==> config.mk <==
export PLATFORM = sky130hd
export DESIGN_NAME = load_down_counter
export DESIGN_NICKNAME = d
export VERILOG_FILES = /design/src/rtl/counter_pkg.sv /design/src/rtl/down_cell.sv /design/src/rtl/load_down_counter.sv
export SDC_FILE = /design/constraint.sdc
export NUM_CORES = 1
export LEC_CHECK = 0
export BUFFER_PORTS_ARGS = -buffer_cell sky130_fd_sc_hd__buf_2
export CORE_MARGIN = 2
export CORE_UTILIZATION = 50
export CTS_CLUSTER_SIZE = 40
export DETAILED_ROUTE_END_ITERATION = 8
export PLACE_DENSITY_LB_ADDON = 0.08
export SLEW_MARGIN = 20
export SYNTH_ARGS = -nofsm -noshare
export SYNTH_HDL_FRONTEND = slang
export SYNTH_SLANG_ARGS = --single-unit
==> constraint.sdc <==
create_clock -name clk -period 2.5 [get_ports clk]
set_clock_uncertainty 0.2 [all_clocks]
set_input_delay 0.5 -clock clk [delete_from_list [all_inputs] [get_ports clk]]
set_output_delay 0.5 -clock clk [all_outputs]
set_load 0.02 [all_outputs]
==> src/rtl/counter_pkg.sv <==
// Shared definitions for the counter/adder datapath: FSM state codes and default width.
package counter_pkg;

  localparam int DEFAULT_WIDTH = 5;

  typedef enum logic [1:0] {
    CNT_IDLE = 2'b00,
    CNT_RUN  = 2'b01,
    CNT_DONE = 2'b10
  } cnt_state_e;

endpackage

==> src/rtl/down_cell.sv <==
// One bit of the down counter: parallel load has priority over toggle-on-borrow.
module down_cell import counter_pkg::*; (
  input  logic clk,
  input  logic clear,
  input  logic load,
  input  logic d,
  input  logic toggle,
  output logic q
);

  // NOTE: sequential state uses non-blocking assignments so every flop samples pre-edge values.
  always_ff @(posedge clk or posedge clear) begin
    if (clear)       q <= 1'b0;
    else if (load)   q <= d;
    else if (toggle) q <= ~q;
  end

endmodule

==> src/rtl/load_down_counter.sv <==
// Presettable down counter / countdown timer with optional auto-reload for periodic ticks.
module load_down_counter import counter_pkg::*; #(
  parameter int WIDTH = DEFAULT_WIDTH
) (
  input  logic             clk,
  input  logic             clear,
  input  logic             load,
  input  logic             count_permission,
  input  logic             auto_reload,
  input  logic [WIDTH-1:0] load_data,
  output logic [WIDTH-1:0] contagem,
  output logic [WIDTH-1:0] saida,
  output logic             busy,
  output logic             expired,
  output logic             done
);

  cnt_state_e       r_state, w_state_next;
  logic [WIDTH-1:0] r_reload;
  logic             r_done, w_done_next;
  logic             w_is_one, w_is_zero;
  logic             w_step, w_expire, w_count;
  logic             w_cell_load;
  logic [WIDTH-1:0] w_cell_data;

  assign w_is_one  = (contagem == WIDTH'(1));
  assign w_is_zero = (contagem == '0);

  assign w_step   = (r_state == CNT_RUN) && !load && count_permission;
  assign w_expire = w_step && w_is_one;
  // The zero guard keeps the chain from ever borrowing out into all ones.
  assign w_count  = w_step && !w_is_zero && !(w_is_one && auto_reload);

  assign w_cell_load = load || (w_expire && auto_reload);
  assign w_cell_data = load ? load_data : r_reload;

  for (genvar i = 0; i < WIDTH; i++) begin : g_cell
    logic w_lower_zero;
    if (i == 0) begin : g_lsb
      assign w_lower_zero = 1'b1;
    end else begin : g_upper
      assign w_lower_zero = (contagem[i-1:0] == '0);
    end

    down_cell u_cell (
      .clk    (clk),
      .clear  (clear),
      .load   (w_cell_load),
      .d      (w_cell_data[i]),
      .toggle (w_count && w_lower_zero),
      .q      (contagem[i])
    );
  end

  always_ff @(posedge clk or posedge clear) begin
    if (clear)     r_reload <= '0;
    else if (load) r_reload <= load_data;
  end

  always_ff @(posedge clk or posedge clear) begin
    if (clear) begin
      r_state <= CNT_IDLE;
      r_done  <= 1'b0;
    end else begin
      r_state <= w_state_next;
      r_done  <= w_done_next;
    end
  end

  // NOTE: every variable written here gets a default first, so no path can infer a latch.
  always_comb begin
    w_state_next = r_state;
    w_done_next  = 1'b0;
    if (load) begin
      w_state_next = (load_data != '0) ? CNT_RUN : CNT_IDLE;
    end else if (w_expire) begin
      w_done_next = 1'b1;
      if (!auto_reload) w_state_next = CNT_DONE;
    end
  end

  assign busy    = (r_state == CNT_RUN);
  assign expired = (r_state == CNT_DONE);
  assign done    = r_done;
  assign saida   = ~contagem;

endmodule

* After elaboration in Yosys (flattened, before gate mapping)
Cells that the tools add are included.
** Storage, ports and cells
- Register bits :: 13
- Input bits :: 10
- Output and inout bits :: 13
** Operators by class
- Equality and inequality tests :: 4
- Multiplexer cells :: 17
- Bitwise operators :: 6
- Reductions and logical operators :: 27
** Operators with widths (number)
- 2-to-1 mux 1 bit :: 13
- nonzero test 2 bit :: 6
- logical AND 1 bit :: 11
- 2-to-1 mux 2 bit :: 3
- equality test 5 x 1 -> 1 bit (second input constant) :: 1
- zero test 5 bit :: 1
- 2-to-1 mux 5 bit :: 1
- inverter 1 bit :: 5
- inverter 5 bit :: 1
- nonzero test 5 bit :: 1
- zero test 4 bit :: 1
- zero test 1 bit :: 3
- zero test 3 bit :: 1
- equality test 2 x 1 -> 1 bit (second input constant) :: 1
- equality test 2 bit (second input constant) :: 1
- zero test 2 bit :: 1
- != test 2 bit (second input constant) :: 1
- AND reduction 2 bit :: 1
- logical OR 1 bit :: 1

* Logic depth before layout (Yosys ltp)
- Word-level depth :: 8
- Depth in mapped cells :: 4

* Hierarchy
From an unflattened synthesis, not the netlist that was laid out.
** Unflattened totals
- Cell total of the unflattened synthesis :: 68
- Area, all modules :: 709.4 µm²
** By module, submodules not included
- load_down_counter :: instances 1, cells each 43, area each 478.0 µm², sequential area each 200.2 µm²
- down_cell :: instances 5, cells each 5, area each 46.3 µm², sequential area each 25.0 µm²

* Worst setup path after synthesis
Ideal clock, no wire load.
- Kind :: input port to flip-flop
- From :: input load
- To :: register g_cell[4].u_cell.q
- Arrival :: 1.273 ns
- Required time :: 2.181 ns
- Setup slack :: 0.908 ns
- Stages on the path :: 4
- Buffers on the path :: 0
- Cells stage by stage :: and4bb_2 -> a41oi_2 -> o21ai_0 -> o21a_1
** On the way
- Word-level cells in the longest chain between the ends :: 7
- Elaborated cells between the ends (all ways) :: 12
- Those cells by class :: 2 x mux; 10 x reduce/logical
** Ends and longest elaborated chain
- from (decl) :: RTL line load_down_counter.sv:7 : input logic load,
- zero test 1 bit :: RTL line load_down_counter.sv:29 : assign w_step = (r_state == CNT_RUN) && !load && count_permission;
- logical AND 1 bit (2 in series) :: RTL line load_down_counter.sv:29
- logical AND 1 bit, on equally long branches :: RTL line load_down_counter.sv:30, load_down_counter.sv:32
- logical AND 1 bit, on equally long branches :: RTL line load_down_counter.sv:34, load_down_counter.sv:32
- logical OR 1 bit / logical AND 1 bit (equally long branches) :: RTL line load_down_counter.sv:34, load_down_counter.sv:50
- 2-to-1 mux 1 bit / nonzero test 2 bit (equally long branches)
- to (signal assigned) :: RTL line down_cell.sv:15 : else if (toggle) q <= ~q;
- to (decl) :: RTL line down_cell.sv:8 : output logic q
Parallel ways exist; a longest one is shown, timed or not.
A chain may end at the register's enable or synchronous reset.

* Worst setup path in the final report
- From :: register g_cell[0].u_cell.q
- To :: output saida[0]
** On the way
- Word-level cells in the longest chain between the ends :: 1
** Ends and longest elaborated chain
- from (decl) :: RTL line down_cell.sv:8
- from (signal assigned) :: RTL line down_cell.sv:15
- inverter 5 bit :: RTL line load_down_counter.sv:85 : assign saida = ~contagem;
- to (decl) :: RTL line load_down_counter.sv:12 : output logic [WIDTH-1:0] saida,
No other way between the ends.

==> flow_summary.ini <==
[status]
outcome = finished clean

[placed_design]
io_buffers = 22
hpwlAfterDp_um = 1070
place_congestion = 0.786

[drt]
routed-via-count = 550
drtIter0Drc = 12
drt-vias-per-instance = 5.39
antenna_left = 0
drtPass1Iterations = 4
routedWlPerCell_um = 13.1
finalWirelength_um = 1340
drc_errors = 0

[critical_path]
endpoint_kind = primary output
max_stage_delay_ns = 0.50
critPathTopFamily = flip-flops
critPathMaxFanout = 9
ff2ff_path_depth = 4
cp.arrival_ns = 1.07
start_kind = flop
crit_type = reg2out
cp_num_buf_inv = 2
path_cells = inv_1 -> buf_2
cp_slowest_cell = dfrtp_1
worstPathRequired_ns = 1.80
cp.depth = 2

[clock_tree]
worstSkewPairLatency_ns = 0.27
cts_buffers = 3
cts_resized = 0
cts.path.max_buffers = 2
htreeDepth = 1
clock_sinks = 13
path_clk_slew_ns = 0.08
cts-root-buf = clkbuf_4
cts_setup_buffers = 0
cts_tree = yes
postCtsHoldBufs = 0

[yosys]
ys_top_cells_by_count = 13 x dfrtp_1, 7 x inv_1, 6 x buf_4
synth_warnings = 0
synth_edf_count = 0
ys_async_sr_fraction_pct = 100
synth-seq-cells = 13
synth_cell_types = 26
synth_cells = 68
synth_top_area_cell = dfrtp_1
syn-cell-area_sq_um = 693
synth_ff_type = dfrtp_1
avgSynthCellArea_sq_um = 10.2
yosysSeqAreaShare_pct = 46.9
ys_top_cells_by_area = dfrtp_1 47%, buf_4 6.5%, mux2_1 6.5%, inv_1 3.8%, a21oi_1 3.6%
synth_most_common_cell = dfrtp_1
synth_nets = 78
netlist.area_leader.share_pct = 46.9

[die]
coreArea_sq_um = 1300
dieArea_sq_um = 1700
chipWidth_um = 41.2
initial_utilization_pct = 53.3
die_height_um = 41.2
num_io_pins = 23
fp-row-count = 13

[cells_and_area]
antenna_cells = 0
multi_input_area_sq_um = 292
layout.nets = 98
layout-drive-gt1-share_pct = 35.6
nFillCells = 117
area_growth_pct = 15.2
post-route-util_pct = 61.3
seq_area_sq_um = 325

[flow_run]
drv_cap = 0

[global_route]
grt_max_degree = 14
grt_use_total_pct = 19.5
antenna_found_initial = 0
grt_pass1_vias = 486
grt_pass1_wl_um = 2080
grt.overflow.total = 0

[pwr]
leakagePower_nw = 0.373
ir_drop_uv = 447
p_per_area_nw_per_um2 = 623

[sta]
max_slew_margin_pct = 67.2
grt_setup_unrepaired = false
period_needed_ns = 1.77
fin_tns_setup_ns = 0
report.final.slew_viol_count = 0
fmax_mhz = 566
hold_viol_final = 0
setup_viol = 0
worst_pin_slew_ns = 0.492
post-route-period-util_pct = 70.6

[worst_hold_path]
worstHoldPathType = in2async
-- registers in the layout, summed over array words and instances (netlist names) --
name / count
r_state: 2
done: 1
r_reload: 5
g_cell.u_cell.q: 5
-- metal layers --
layer / track usage [%] / vias up / routed length, um
met3: 3.26 / 2 / 69
met4: 7.26 / 0 / 15
li1: - / 272 / -
met5: 0 / - / 0
met1: 24.4 / 257 / 598
met2: 33.2 / 19 / 657
-- area by class of cell --
cell class,instances,share of cell area [%]
Clock buffer,4,3.29
Inverter,7,3.29
Sequential cell,13,40.8
Multi-Input combinational cell,41,36.5
Tap cell,15,2.35
Timing Repair Buffer,22,13.8
-- worst reg2reg max path, delay by kind of cell, from the launching register on --
kind	cells	cell delay (ns)
AND/OR/NAND/NOR	3	0.76
flip-flops	1	0.45
AO/OA/AOI/OAI	1	0.21
-- metrics by stage --
| stage | power, mW | cell area, sq um | worst slack, ns | hold WS, ns | cells |
|---|---|---|---|---|---|
| 3_3_place_gp | 0.373 | 772 | 0.569 | 0.275 | 98 |
| 6_report | 0.497 | 798 | 0.734 | 0.0369 | 102 |
| 3_5_place_dp | 0.376 | 772 | 0.528 | 0.271 | 98 |
| 2_1_floorplan | 0.349 | 693 | 0.908 | 0.177 | 68 |
| 5_1_grt | 0.531 | 798 | 0.635 | 0.0822 | 102 |
| 4_1_cts | 0.505 | 798 | 0.733 | 0.0406 | 102 |
-- report_power, final --
group	internal [mW]	leakage (nW)	switching, mW
logic	0.0428	0.204	0.0744
clock network	0.0618	0.0150	0.0641
registers	0.230	0.154	0.0243
-- worst paths after layout --
check	startpoint	end	slack [ns]
worst max-delay path	g_cell[0].u_cell.q	saida[0]	0.73
worst min-delay path	clear	r_reload[1]	0.04
worst max register to register	g_cell[2].u_cell.q	g_cell[3].u_cell.q	0.79
worst min register to register	r_reload[0]	r_reload[0]	0.29
max in group asynchronous	clear	g_cell[4].u_cell.q	1.73
min in group clk	load_data[0]	r_reload[0]	0.28
-- kinds of logic (layout without fill, tap and decap cells) --
family          after synthesis  count (layout)  share of synthesized area [%]
compound gates               17              17                           15.3
buf+inv                      14              33                           11.0
mux                           5               5                           8.12
simple gates                 19              19                           18.6
flops                        13              13                           46.9
-- placed cells by master, fill, tap and decap left out --
cell and count:
nand2_2 1, clkbuf_4 3, mux2_1 4, nor2b_1 1, mux2_2 1, inv_1 7
o21ai_1 2, clkbuf_1 1, or4_1 2, nand2_1 2, nor2_1 5, nor3_1 1
a21oi_1 5, a31oi_1 2, and3_1 1, dfrtp_1 13, and4bb_2 1, nand3_1 1
buf_2 22, o31ai_1 2, o21a_1 1, nand4bb_1 1, nor4_4 1, a41oi_2 1
or3_1 1, and3_2 1, o21ai_0 4
No activity file was read; power rests on OpenSTA's default activity.
